### config.mk
export PLATFORM = sky130hd
export DESIGN_NAME = raster_tri_sched
export DESIGN_NICKNAME = d
export VERILOG_FILES = /design/src/rtl/raster_tri_sched.sv
export SDC_FILE = /design/constraint.sdc
export NUM_CORES = 1
export LEC_CHECK = 0
export CAP_MARGIN = 0
export CORE_AREA = 3 3 341 343
export DETAILED_ROUTE_END_ITERATION = 8
export DIE_AREA = 0 0 344 346
export RECOVER_POWER = 25
export REMOVE_ABC_BUFFERS = 1
export SLEW_MARGIN = 40
export SYNTH_ARGS = -nofsm -noshare
export SYNTH_HDL_FRONTEND = slang
export SYNTH_SLANG_ARGS = --single-unit
### constraint.sdc
create_clock -name clk -period 3.2 [get_ports clk]
set_input_delay 0.48 -clock clk [delete_from_list [all_inputs] [get_ports clk]]
set_output_delay 0.48 -clock clk [all_outputs]
set_load 0.01 [all_outputs]
### src/rtl/raster_tri_sched.sv
// Round-robin triangle scheduler feeding the shared rasterizer command port.
// Optional back-face/degenerate culling is compiled in with RASTER_CULL_EN.
module raster_tri_sched #(
  parameter int NUM_REQ        = 4,
  parameter int TIMEOUT_CYCLES = 65535
) (
  input  logic                       clk,
  input  logic                       rst_n,
  input  logic [NUM_REQ-1:0]         req_valid,
  output logic [NUM_REQ-1:0]         req_ready,
  input  logic [NUM_REQ*192-1:0]     req_vtx,
  output logic                       cmd_valid,
  output logic [2:0]                 cmd_type,
  output logic [31:0]                cmd_data_x,
  output logic [31:0]                cmd_data_y,
  input  logic                       cmd_ready,
  input  logic                       rast_busy,
  output logic                       done_valid,
  output logic [$clog2(NUM_REQ)-1:0] done_id,
  output logic                       done_culled,
  output logic                       timeout_err,
  output logic [31:0]                tri_count,
  output logic [2:0]                 state_dbg
);

  // Command handshake: a command is transferred on a rising clk edge where
  // cmd_valid && cmd_ready; while cmd_valid is high and cmd_ready is low,
  // cmd_type/cmd_data_x/cmd_data_y hold their values.

  localparam int IDW = $clog2(NUM_REQ);

  localparam logic [2:0] S_IDLE  = 3'd0;
  localparam logic [2:0] S_GRANT = 3'd1;
  localparam logic [2:0] S_V0    = 3'd2;
  localparam logic [2:0] S_V1    = 3'd3;
  localparam logic [2:0] S_V2    = 3'd4;
  localparam logic [2:0] S_DRAW  = 3'd5;
  localparam logic [2:0] S_WAIT  = 3'd6;

  localparam logic [2:0] CMD_V0   = 3'b001;
  localparam logic [2:0] CMD_V1   = 3'b010;
  localparam logic [2:0] CMD_V2   = 3'b011;
  localparam logic [2:0] CMD_DRAW = 3'b100;

  localparam logic [15:0] TMO = 16'(TIMEOUT_CYCLES);

`ifdef RASTER_CULL_EN
  localparam logic [2:0] S_CULL = 3'd7;
  localparam int VTX_LO = 0;
`else
  // Without culling, v0 goes straight from the requester to the command port.
  localparam int VTX_LO = 64;
`endif

  logic [2:0]        state;
  logic [IDW-1:0]    grant_id;
  logic [IDW-1:0]    rr_ptr;
  logic [IDW-1:0]    sel;
  logic              found;
  logic [191:0]      gslice;
  logic [191:VTX_LO] vtx;
  logic [15:0]       wdog;
  logic [15:0]       wdog_inc;
  logic              wait_first;

  assign state_dbg = state;
  assign wdog_inc  = wdog + 16'd1;

  always_comb begin
    gslice = req_vtx[int'(grant_id)*192 +: 192];
  end

  // First pending requester after the last winner, wrapping.
  always_comb begin
    found = 1'b0;
    sel   = '0;
    for (int k = 1; k <= NUM_REQ; k++) begin
      if (!found && req_valid[(int'(rr_ptr) + k) % NUM_REQ]) begin
        found = 1'b1;
        sel   = IDW'((int'(rr_ptr) + k) % NUM_REQ);
      end
    end
  end

`ifdef RASTER_CULL_EN
  logic               cull_phase;
  logic signed [63:0] prod_a;
  logic signed [63:0] prod_b;
  logic signed [63:0] area;
  logic signed [63:0] d1x, d1y, d2x, d2y;

  function automatic logic signed [63:0] sx(input logic [31:0] a);
    return {{32{a[31]}}, a};
  endfunction

  always_comb begin
    d1x  = sx(vtx[95:64])   - sx(vtx[31:0]);
    d1y  = sx(vtx[127:96])  - sx(vtx[63:32]);
    d2x  = sx(vtx[159:128]) - sx(vtx[31:0]);
    d2y  = sx(vtx[191:160]) - sx(vtx[63:32]);
    area = prod_a - prod_b;
  end
`else
  assign done_culled = 1'b0;
`endif

  always_ff @(posedge clk or negedge rst_n) begin
    if (!rst_n) begin
      state       <= S_IDLE;
      grant_id    <= '0;
      rr_ptr      <= IDW'(NUM_REQ - 1);
      vtx         <= '0;
      wdog        <= '0;
      wait_first  <= 1'b0;
      req_ready   <= '0;
      cmd_valid   <= 1'b0;
      cmd_type    <= 3'b000;
      cmd_data_x  <= '0;
      cmd_data_y  <= '0;
      done_valid  <= 1'b0;
      done_id     <= '0;
      timeout_err <= 1'b0;
      tri_count   <= '0;
`ifdef RASTER_CULL_EN
      done_culled <= 1'b0;
      cull_phase  <= 1'b0;
      prod_a      <= '0;
      prod_b      <= '0;
`endif
    end else begin
      req_ready  <= '0;
      done_valid <= 1'b0;
`ifdef RASTER_CULL_EN
      done_culled <= 1'b0;
`endif
      case (state)
        S_IDLE: begin
          if (found) begin
            grant_id  <= sel;
            req_ready <= NUM_REQ'(1) << sel;
            state     <= S_GRANT;
          end
        end
        S_GRANT: begin
          vtx    <= gslice[191:VTX_LO];
          rr_ptr <= grant_id;
`ifdef RASTER_CULL_EN
          cull_phase <= 1'b0;
          state      <= S_CULL;
`else
          cmd_valid  <= 1'b1;
          cmd_type   <= CMD_V0;
          cmd_data_x <= gslice[31:0];
          cmd_data_y <= gslice[63:32];
          state      <= S_V0;
`endif
        end
`ifdef RASTER_CULL_EN
        S_CULL: begin
          if (!cull_phase) begin
            prod_a     <= d1x * d2y;
            prod_b     <= d1y * d2x;
            cull_phase <= 1'b1;
          end else if (area <= 64'sd0) begin
            done_valid  <= 1'b1;
            done_culled <= 1'b1;
            done_id     <= grant_id;
            state       <= S_IDLE;
          end else begin
            cmd_valid  <= 1'b1;
            cmd_type   <= CMD_V0;
            cmd_data_x <= vtx[31:0];
            cmd_data_y <= vtx[63:32];
            state      <= S_V0;
          end
        end
`endif
        S_V0: begin
          if (cmd_ready) begin
            cmd_type   <= CMD_V1;
            cmd_data_x <= vtx[95:64];
            cmd_data_y <= vtx[127:96];
            state      <= S_V1;
          end
        end
        S_V1: begin
          if (cmd_ready) begin
            cmd_type   <= CMD_V2;
            cmd_data_x <= vtx[159:128];
            cmd_data_y <= vtx[191:160];
            state      <= S_V2;
          end
        end
        S_V2: begin
          if (cmd_ready) begin
            cmd_type   <= CMD_DRAW;
            cmd_data_x <= '0;
            cmd_data_y <= '0;
            state      <= S_DRAW;
          end
        end
        S_DRAW: begin
          if (cmd_ready) begin
            cmd_valid  <= 1'b0;
            cmd_type   <= 3'b000;
            tri_count  <= tri_count + 32'd1;
            wdog       <= '0;
            wait_first <= 1'b1;
            state      <= S_WAIT;
          end
        end
        S_WAIT: begin
          // Busy is only trusted from the second cycle; the rasterizer
          // raises it one cycle after accepting DRAW.
          wdog       <= wdog_inc;
          wait_first <= 1'b0;
          if (!wait_first && !rast_busy) begin
            done_valid <= 1'b1;
            done_id    <= grant_id;
            state      <= S_IDLE;
          end else if (wdog_inc == TMO) begin
            timeout_err <= 1'b1;
            done_valid  <= 1'b1;
            done_id     <= grant_id;
            state       <= S_IDLE;
          end
        end
        default: state <= S_IDLE;
      endcase
    end
  end

endmodule

; ---- Yosys cells after proc, flatten, opt, wreduce, memory -nomap -nowiden
; Index checks and enable logic that the tools add are counted.
[word_totals]
ff_bits = 260
input_bits = 776
out_inout_bits = 112
word_cells = 125
[classes]
addsub = 6
multipliers = 1
n_lt_le_gt_ge = 4
n_eq_ne = 13
shifts = 2
mux = 51
bitwise_logic = 5
n_reduce_logical = 28
[op_table]
columns = cell, n
row1 = $shiftx A768 B11 Y192, 1
row2 = $pmux W32 S4, 2
row3 = $mux W32, 5
row4 = $add A32 B1 Y32 const B, 1
row5 = $pmux W16 S2, 1
row6 = $mux W3, 9
row7 = $pmux W3 S7, 1
row8 = $mux W1, 17
row9 = $add A16 B1 Y16 const B, 1
row10 = $eq A16 B16 Y1 const B, 1
row11 = $lt A3 B4 Y1 const B, 4
row12 = $mux W16, 1
row13 = $pmux W3 S5, 1
row14 = $mux W2, 6
row15 = $ne A2 B2 Y1 const B, 5
row16 = $reduce_and A2 Y1, 5
row17 = $eq A3 B3 Y1 const B, 3
row18 = $bmux W1 S2, 4
row19 = $mux W4, 2
row20 = $reduce_or A2 Y1, 4
row21 = $eq A3 B2 Y1 const B, 2
row22 = $reduce_and A6 Y1, 1
row23 = $reduce_bool A2 Y1, 3
row24 = $logic_not A1 Y1, 5
row25 = 16 further kinds, 25

; ---- Depth between registers and ports, before layout
; Gate-level depths: netlist of run 1.
[depth]
word_depth = 19
mapped_depth = 9
depth_no_buf = 7

; ---- Worst setup path before layout of run 1
; OpenSTA, ideal clock, no wires.
[synth_path]
kind = register to register
startpoint = reg wdog[0]
endpoint = reg done_id[0]
setup_ps = 125
t_arrival_ps = 1918
t_required_ps = 3075
setup_slack_ps = 1157
path_stages_with_launch = 7
path_buffers = 0
synth_period_minus_slack_ps = 2043
cell_sequence = dfrtp_1 > ha_1 > nand3_1 > o41ai_4 > o221ai_2 > a211oi_2 > mux2_4
[synth_between]
elab_chain_cells = 4
[synth_lines]
columns = element, line_no
row1 = "start, declared", 62  ; logic [15:0] wdog;
row2 = "start signal, assigned", 215  ; wdog <= wdog_inc;
row3 = $add A16 B1 Y16, 67  ; assign wdog_inc = wdog + 16'd1;
row4 = $eq A16 B16 Y1, 221  ; end else if (wdog_inc == TMO) begin
row5 = $reduce_bool A2 Y1 (no line), -
row6 = $reduce_and A2 Y1 (no line), -
row7 = "end signal, assigned", 219  ; done_id <= grant_id;
row8 = "end signal, assigned", 224  ; done_id <= grant_id;
row9 = "end, declared", 19  ; output logic [$clog2(NUM_REQ)-1:0] done_id,
; No other way between the ends.
; A chain may end at the register's enable or synchronous reset.

; ---- Final worst setup path of run 1
[layout_path]
startpoint = reg state[1] (netlist: state_dbg[1])
endpoint = out state_dbg[1]
[layout_lines]
columns = element, line_no
row1 = "start, declared", 55  ; logic [2:0] state;
row2 = "start signal, assigned", 109  ; state <= S_IDLE;
row3 = "start signal, assigned", 141  ; state <= S_GRANT;
row4 = "start signal, assigned", 155  ; state <= S_V0;
row5 = "end, declared", 23  ; output logic [2:0] state_dbg
; No word-level cell between the ends.

==> results.cfg, run 1 <==
[synth]
synth_top_family_by_area = multiplexers
synth_async_sr_flop_share_pct = 100
avgSynthCellArea_sq_um = 12.8
synth.area.mux_share_pct = 39.2
synth_edf_count = 0
synth_compound_area_share_pct = 9.04
synthFlopType = dfrtp_1
synth_fa_ha_area_share_pct = 0.225
synth.ff_latch_count = 260
synthSimpleGateAreaFrac_pct = 7.23
synth_area_sq_um = 16700
synth_xor_area_share_pct = 1.94
syn_inst = 1307
synth_cell_type_count = 58
yosysWarnings = 0
ys_seq_area_share_pct = 39.0

[power_and_ir_drop]
vdd_ir_drop_max_uv = 495
power.internal_uw = 13600
pwr-share-comb_pct = 56.0
p_leak_uw = 0.0107
cellPowerDensity_nw_per_um2 = 770
swShare_pct = 38.9
power_frac_clock_pct = 17.9
switchingPower_uw = 8650
share_seq_of_total_power_pct = 26.1

[critical_path]
max_stage_delay_ns = 0.65
reg2reg_slack_ns = 0.57
crit_slowest_cell = clkdlybuf4s50_1
end_kind = output port
crit_buf_inv = 2
cp_cell_sequence = buf_4, clkdlybuf4s50_1
required_ns = 2.72
path_depth = 2
path_delay_family = buffers and inverters
reg2reg_depth = 6
worstPathMaxFanout = 30
cp-start-kind = flop
crit_type = flop to output port
cp.arrival_ns = 2.19

[run_status]
violations = capacitance limit, slew limit
status = finished with violations

[place]
hpwl_mm = 84.7
io_buffer_count = 886
post-place-cells = 3647
place_congestion = 0.878
place_area_sq_um = 27600

[clock_network]
cts_resized = 0
cts_max_path_buffers = 3
cts_made_buffers = 36
cts.sinks = 260
tritoncts = built
clkTransAtPathRegs_ns = 0.05
cts_htree_levels = 2
clk-insertion-delay-late_ns = 0.59
cts-root-buf = clkbuf_16

[global_route]
antenna_found_initial = 81
grt_pass1_wl_mm = 135
grt.overflow.total = 0
grt_pass1_vias = 16495
grt_start_max_net_pins = 77
grt_usage_pct = 16.4

[routing]
vias = 16208
ant_nets = 0
firstDrtPassIters = 5
wl_per_cell_um = 27.2
routed_via_density = 4.32
drtIter0Drc = 1342
wirelength_mm = 102
remaining_drc_errors = 0

[layout]
layout_common_cells = 885 x clkdlybuf4s50_1, 253 x dfrtp_1, 194 x mux2_2
drive_above_1_share_pct = 24.1
stdcell_area_sq_um = 28900
instances_no_fill = 3749
seq_area_sq_um = 6530
fill_cells = 12048
multi_input_comb_area_sq_um = 9660
layout_commonest_cell = clkdlybuf4s50_1
area_delta_synth_final_pct = 72.9
fin_nets = 2953

[floorplanning]
pin_count = 888
die_y_um = 346
start_util_pct = 14.7
std_cell_rows = 124
die-area_sq_um = 119000
core_area_sq_um = 114000
die_w_um = 344

[min_path]
hold_path_depth = 2
hp-class = flop to flop

[timing]
max_slew_margin_pct = -33.1
finalSetupViolCount = 0
tightest_slew_ns = 2.00
post-route-min-period_ns = 2.67
period_share_pct = 83.4
final-max-slew-violation-count = 64
timing.fmax_ghz = 0.375
finalHoldViolations = 0
final.setup_skew_ns = 0.0350
grt_setup_unrepaired = false

[run]
cap_violations = 1
## cell usage after synthesis (all sizes together) (18+ instances only)
| cell type | count | share of area (%) |
|---|---|---|
| a21oi | 43 | 1.3 |
| buf | 50 | 1.5 |
| clkbuf | 72 | 1.6 |
| dfrtp | 258 | 39 |
| mux2 | 196 | 13 |
| mux4 | 192 | 26 |
| nand2 | 156 | 3.5 |
| nand4 | 18 | 0.71 |
| o21ai | 60 | 1.8 |
| o221ai | 30 | 1.6 |
| o22ai | 36 | 1.3 |
| o31ai | 39 | 1.8 |
| xnor2 | 25 | 1.3 |
## registers in the layout, indices dropped and copies added (netlist names)
name	count
cmd_data_x	32
cmd_data_y	32
cmd_type	3
cmd_valid	1
done_id	2
done_valid	1
grant_id	2
req_ready	4
rr_ptr	2
state_dbg	3
timeout_err	1
tri_count	32
vtx	128
wait_first	1
wdog	16
## logic make-up after synthesis
group / count (synthesis)
multiplexers: 389
flip-flops: 260
AND/OR/NAND/NOR: 257
AO/OA/AOI/OAI: 229
buffers and inverters: 131
XOR/XNOR: 37
adder cells (fa/ha/maj): 3
other: 1
## routing by layer
metal / vias up / track usage [%] / wire length (um)
li1: 6917 / - / -
met1: 8217 / 20.2 / 40000
met2: 896 / 25.7 / 47500
met3: 156 / 6.60 / 11600
met4: 22 / 5.96 / 2600
met5: - / 0.641 / 138
## power by group through the flow
stage	combinational (uW)	sequential (uW)	clock, uW
3_3_place_gp	12400	5810	0
5_1_grt	13400	5970	4270
3_5_place_dp	12600	5840	0
2_1_floorplan	6350	6230	0
6_report	12400	5790	3980
4_1_cts	12600	5790	4140
## path summary, 6_finish.rpt
path	startpoint	end
worst max-delay path	state_dbg[1]	state_dbg[1]
worst min-delay path	cmd_data_x[10]	cmd_data_x[10]
worst max register to register	state_dbg[0]	cmd_data_y[6]
worst min register to register	cmd_data_x[10]	cmd_data_x[10]
max in group asynchronous	rst_n	wdog[4]
min in group asynchronous	rst_n	tri_count[28]
## worst reg2reg max path, stage by stage, from the launching register on
cell and delay [ns]:
dfrtp_4 0.62, or2_0 1.01, buf_12 0.32, nand2_1 0.14
nand2_1 0.07, o221ai_1 0.17, o21ai_0 0.20
## layout make-up
class | count | share of cell area [%]
multi-input combinational | 916 | 33.5
timing repair buffer | 951 | 32.9
sequential | 260 | 22.6
tap | 1512 | 6.56
clock buffer | 47 | 3.44
clock inverter | 16 | 0.516
antenna | 38 | 0.330
inverter | 9 | 0.117
## stage by stage
step           power (uW)   TNS, ns  hold slack (ns)  util (%)  worst slack, ns
4_1_cts             22600         0            0.450      25.3            0.456
3_3_place_gp        18300         0            0.461      24.3            0.614
2_1_floorplan       12600  -1043.78            0.184         -            -5.53
5_1_grt             23700         0            0.497      25.3            0.251
3_5_place_dp        18400         0            0.465      24.3            0.557
6_report            22200         0            0.477      25.3            0.533
## what timing repair did
item	in CTS	in global routing
endpoints found under the hold margin	56	0
hold buffers	1	0
buffers inserted	0	0
Note: power is estimated with default switching activity, not from simulation.
==> run 2: changes to the inputs <==
==> constraint.sdc (replaced) <==
create_clock -name clk -period 2.4 [get_ports clk]
set_input_delay 0.36 -clock clk [delete_from_list [all_inputs] [get_ports clk]]
set_output_delay 0.36 -clock clk [all_outputs]
set_load 0.01 [all_outputs]
==> run 2 against run 1 <==
Compared with the run above:
- sequential share of layout area decreased by 0.23 points
- flip-flop and latch count stayed put
- clock-buffer cell count up 1
- cell area grew 1.0%
- critical endpoint unchanged
- non-clock buffer count increased by 21
- hold slack worse by 0.0039 ns
- critical path depth is 1 higher
- highest routed layer unchanged
- setup slack got worse by 0.42 ns
- largest cell class is now non-clock buffers
- first-iteration DRC count down 3.4%
- register-to-register slack worse by 0.38 ns
- the run still ends with capacitance limit, slew limit left
- power rose by 36%
==> results.cfg, run 2 (synthesized netlist as in run 1, its figures left out) <==
[global_route]
grt_start_max_net_pins = 61
globalRouteMet3Util_pct = 5.55
grt_pass1_vias = 16876
grtUsageMet2_pct = 26.7
grt-busiest-layer = met2
grt_usage_pct = 16.6
grtUsageMet1_pct = 21.1
grt.overflow.total = 0
antenna_found_initial = 58
grt_pass1_wl_mm = 138

[timing]
hold_ws_ns = 0.473
finalHoldViolations = 0
post-route-min-period_ns = 2.29
tightest_slew_ns = 1.89
period_share_pct = 95.3
timing.fmax_ghz = 0.437
fin_ws_ns = 0.114
grt_setup_unrepaired = false
final.setup_skew_ns = 0.0174
finalSetupViolCount = 0
max_slew_margin_pct = -25.8
setup-tns-final_ns = 0
final-max-slew-violation-count = 53

[critical_path]
reg2reg_depth = 6
worstPathMaxFanout = 8
required_ns = 2.04
reg2reg_slack_ns = 0.19
worst_r2r_startpoint = wdog[0]
regToRegEndpoint = done_id[1]
crit_type = flop to output port
cp-start-kind = flop
cp.arrival_ns = 1.93
end_kind = output port

[clock_network]
cts_htree_levels = 2
cts-root-buf = clkbuf_16
clkTransAtPathRegs_ns = 0.05
cts_made_buffers = 35
clk-insertion-delay-late_ns = 0.58
tritoncts = built
cts_max_path_buffers = 3
cts.sinks = 260
post-cts-setup-buffers = 0

[layout]
regMostFlops = vtx
fin_nets = 2973
layout_commonest_cell = clkdlybuf4s50_1
largest_register_ffs = 128
fill_cells = 12032
drive_above_1_share_pct = 25.2
multi_input_comb_area_sq_um = 9680
area_delta_synth_final_pct = 74.7
seq_area_sq_um = 6530
layout_common_cells = 884 x clkdlybuf4s50_1, 253 x dfrtp_1, 194 x mux2_2

[floorplanning]
die-area_sq_um = 119000
start_util_pct = 14.7
die_w_um = 344
die_y_um = 346
pin_count = 888
std_cell_rows = 124
core_area_sq_um = 114000

[routing]
ant_nets = 0
wirelength_mm = 102
vias = 16341
routed_via_density = 4.35
remaining_drc_errors = 0
firstDrtPassIters = 5
wl_per_cell_um = 27.2
drtIter0Drc = 1297

[min_path]
hold_start = tri_count[31]
hp-class = flop to flop
worstHoldEndpoint = tri_count[31]
hold_path_depth = 1

[power_and_ir_drop]
p_leak_uw = 0.0109
power_frac_clock_pct = 18.6
pwr-share-comb_pct = 56.5
share_seq_of_total_power_pct = 24.9
switchingPower_uw = 11600
power.internal_uw = 18700
swShare_pct = 38.2
vdd_ir_drop_max_uv = 598
cellPowerDensity_nw_per_um2 = 1040

[place]
pre_cts_ws_ns = 0.0153
place_congestion = 0.897
io_buffer_count = 886
hpwl_mm = 85.9

[run_status]
status = finished with violations
violations = capacitance limit, slew limit

[run]
cap_violations = 1
[run 2: changes by cell type in the layout (fill, tap and decap cells not counted), sizes merged, moves of 3 or more]
| cell | previous run | this run |
|---|---|---|
| buf | 57 | 77 |
| diode | 38 | 28 |
| clkbuf | 55 | 58 |
| clkinvlp | 4 | 0 |
| bufinv | 1 | 4 |
[run 2: worst max-delay path: stages, from the launching register on]
cell	delay [ns]
dfrtp_4	0.53
buf_4	0.17
buf_4	0.16
clkdlybuf4s50_1	0.51
[run 2: per-layer routing]
metal	up-vias	wire [um]
met4	18	2580
met2	879	47900
li1	6958	-
met1	8345	40500
met5	-	109
met3	141	11200
[run 2: power by group through the flow]
stage                     logic, uW  clock network (uW)  registers [uW]
after CTS                     17400                5830            7530
after global routing          18400                5980            7760
final                         17100                5620            7540
after floorplan                7530                   0            8120
after global placement        17100                   0            7550
after detailed placement      17300                   0            7580
[run 2: final cells by class]
class / instances / area share [%]
repair buffers: 972 / 33.4
multi-input cells: 916 / 33.2
flip-flops and latches: 260 / 22.4
well taps: 1512 / 6.49
clock buffers: 48 / 3.49
clock inverters: 15 / 0.665
diodes: 28 / 0.240
inverters: 9 / 0.116
[run 2: metrics by stage]
stage,std cells,area [sq um],util [%],power [uW]
after global placement,3668,27900,24.5,24700
after global routing,3745,29100,25.6,32200
after CTS,3732,29100,25.5,30700
after detailed placement,3668,27900,24.5,24900
after floorplan,1185,16200,-,15700
final,3760,29100,25.6,30300
[run 2: worst max-delay path by stage]
stage / end / from / slack, ns
6_report: state_dbg[1] / state_dbg[1] / 0.11
3_5_place_dp: wdog[13] / cmd_ready / 0.02
2_1_floorplan: cmd_data_x[17] / grant_id[0] / -6.33
3_3_place_gp: wdog[4] / cmd_ready / 0.07
5_1_grt: state_dbg[1] / state_dbg[1] / 0.04
4_1_cts: state_dbg[1] / state_dbg[1] / 0.05
[run 2: what timing repair did]
action,4_1_cts,5_1_grt
hold buffers,1,0
resized for setup,0,3
endpoints found under the hold margin,40,0
setup endpoints to repair,0,2
==> run 3: changes to the inputs <==
--- a/config.mk
+++ b/config.mk
@@ -6,9 +6,9 @@
 export NUM_CORES = 1
 export LEC_CHECK = 0
 export CAP_MARGIN = 0
-export CORE_AREA = 3 3 341 343
+export CORE_AREA = 3 3 340 342
 export DETAILED_ROUTE_END_ITERATION = 8
-export DIE_AREA = 0 0 344 346
+export DIE_AREA = 0 0 343 345
 export RECOVER_POWER = 25
 export REMOVE_ABC_BUFFERS = 1
 export SLEW_MARGIN = 40
==> run 3 against run 2 <==
Compared with the run above:
- the flow still finishes with violations (capacitance limit, slew limit)
- die area is 0.58% lower
- cell count is 0.13% lower
- clock power is 8.2% lower
- clock-buffer cell count is 1 higher
- setup slack worse by 0.018 ns
- combinational power hardly changed
- sequential share of layout area is 0.076 points higher
- sequential power hardly changed
- non-clock buffer count is 2 lower
- critical endpoint unchanged
- highest routed layer unchanged
==> results.cfg, run 3 (synthesized netlist as in run 1, its figures left out) <==
[critical_path]
cp.arrival_ns = 1.94
worst_r2r_startpoint = wdog[0]
crit_type = flop to output port
cp-start-kind = flop
regToRegEndpoint = done_id[1]
reg2reg_slack_ns = 0.18
required_ns = 2.04
worstSetupStartpoint = state_dbg[1]
reg2reg_depth = 6
worstPathMaxFanout = 37
end_kind = output port

[clock_network]
clk-insertion-delay-late_ns = 0.58
cts_made_buffers = 35
cts.sinks = 260
cts-root-buf = clkbuf_16
cts_max_path_buffers = 3
cts_htree_levels = 2
tritoncts = built
clkTransAtPathRegs_ns = 0.06

[power_and_ir_drop]
cellPowerDensity_nw_per_um2 = 1020
power_frac_clock_pct = 17.4
pwr-share-comb_pct = 57.2
power.internal_uw = 18100
vdd_ir_drop_max_uv = 982
p_leak_uw = 0.0108
share_seq_of_total_power_pct = 25.4
swShare_pct = 38.8
switchingPower_uw = 11500
p_total_uw = 29600

[min_path]
hold_start = cmd_data_y[9]
worstHoldEndpoint = cmd_data_y[9]
hold_path_depth = 2
hp-class = flop to flop

[routing]
dr_wl_met3_mm = 12.1
wl_per_cell_um = 26.9
routed_via_density = 4.30
met2_length_mm = 47.5
ant_nets = 0
wirelength_mm = 101
topRoutingLayerUsed = met5
wirelength_met1_mm = 38.3
remaining_drc_errors = 0
drtIter0Drc = 1182
vias = 16144
firstDrtPassIters = 6

[layout]
final_core_util_pct = 25.8
stdcell_area_sq_um = 29000
instances_no_fill = 3755
area_delta_synth_final_pct = 74.1
fill_cells = 11818
layout_commonest_cell = clkdlybuf4s50_1
regMostFlops = vtx
largest_register_ffs = 128
drive_above_1_share_pct = 24.9
fin_nets = 2971
layout_common_cells = 885 x clkdlybuf4s50_1, 253 x dfrtp_1, 194 x mux2_2

[global_route]
grt_usage_pct = 16.5
grt_pass1_wl_mm = 136
grt_pass1_vias = 16747
antenna_found_initial = 81
grt.overflow.total = 0
grt_start_max_net_pins = 65

[timing]
finalHoldViolations = 0
grt_setup_unrepaired = false
post-route-min-period_ns = 2.30
timing.fmax_ghz = 0.434
period_share_pct = 96.0
max_slew_margin_pct = -36.5
final.setup_skew_ns = 0.0199
finalSetupViolCount = 0
final-max-slew-violation-count = 54
fin_ws_ns = 0.0958
tightest_slew_ns = 2.05

[place]
post-place-cells = 3654
place_area_sq_um = 27800
io_buffer_count = 886
place_congestion = 0.866
hpwl_mm = 83.9
pre_cts_ws_ns = 0.0331

[run_status]
violations = capacitance limit, slew limit
status = finished with violations

[floorplanning]
die_w_um = 343
core_area_sq_um = 113000
start_util_pct = 14.8
pin_count = 888
die_y_um = 345
die-area_sq_um = 118000
std_cell_rows = 123

[run]
cap_violations = 1
run 3: changes by cell type in the layout (fill, tap and decap cells not counted), moves of 2 or more:
cell        change
bufinv_16       -4
clkinvlp_4      +2
diode_2         +8
clkbuf_1        +6
clkbuf_8        -2
buf_4           -7
run 3: metal layers:
layer  vias up  GRT usage [%]
li1       6966              -
met5         -              0
met2       798           25.6
met3       155           7.78
met1      8181           19.2
met4        44           7.32
run 3: worst max-delay path by stage:
stage / cells past startpoint / end
6_report: 2 / state_dbg[1]
5_1_grt: 2 / state_dbg[1]
4_1_cts: 2 / state_dbg[1]
3_5_place_dp: 6 / tri_count[26]
3_3_place_gp: 6 / tri_count[27]
2_1_floorplan: 5 / cmd_data_x[17]
run 3: repair_timing:
item                                    in CTS  in global routing
setup buffers                                0                  0
pin swaps                                    0                  0
endpoints found under the setup margin       2                  3
gates resized for setup                      4                  4
hold buffers                                 1                  0
hold endpoints to repair                    41                  0
run 3: layout make-up:
cell class              count  area, sq um  area share (%)
repair buffers            970         9730            33.5
inverters                   9         33.8           0.116
flip-flops and latches    260         6530            22.5
multi-input cells         916         9680            33.3
well taps                1500         1880            6.46
clock inverters            15          125           0.431
clock buffers              49          978            3.37
diodes                     36         90.1           0.310
run 3: power by group through the flow:
stage	clock [uW]	combinational, uW	sequential, uW
finish	5160	17000	7530
global route	5570	18300	7750
CTS	5390	17200	7520
detailed placement	0	17100	7560
global placement	0	17000	7510
floorplan	0	7530	8120
run 3: worst max-delay path, stage by stage, from the launching register on:
cell and delay [ns]:
dfrtp_4 0.48, buf_12 0.23, clkdlybuf4s50_1 0.62
run 3: through the flow:
step | hold WS, ns | setup TNS (ns)
2_1_floorplan | 0.0644 | -1240.07
3_3_place_gp | 0.384 | 0
3_5_place_dp | 0.379 | 0
4_1_cts | 0.327 | 0
5_1_grt | 0.498 | 0
6_report | 0.477 | 0
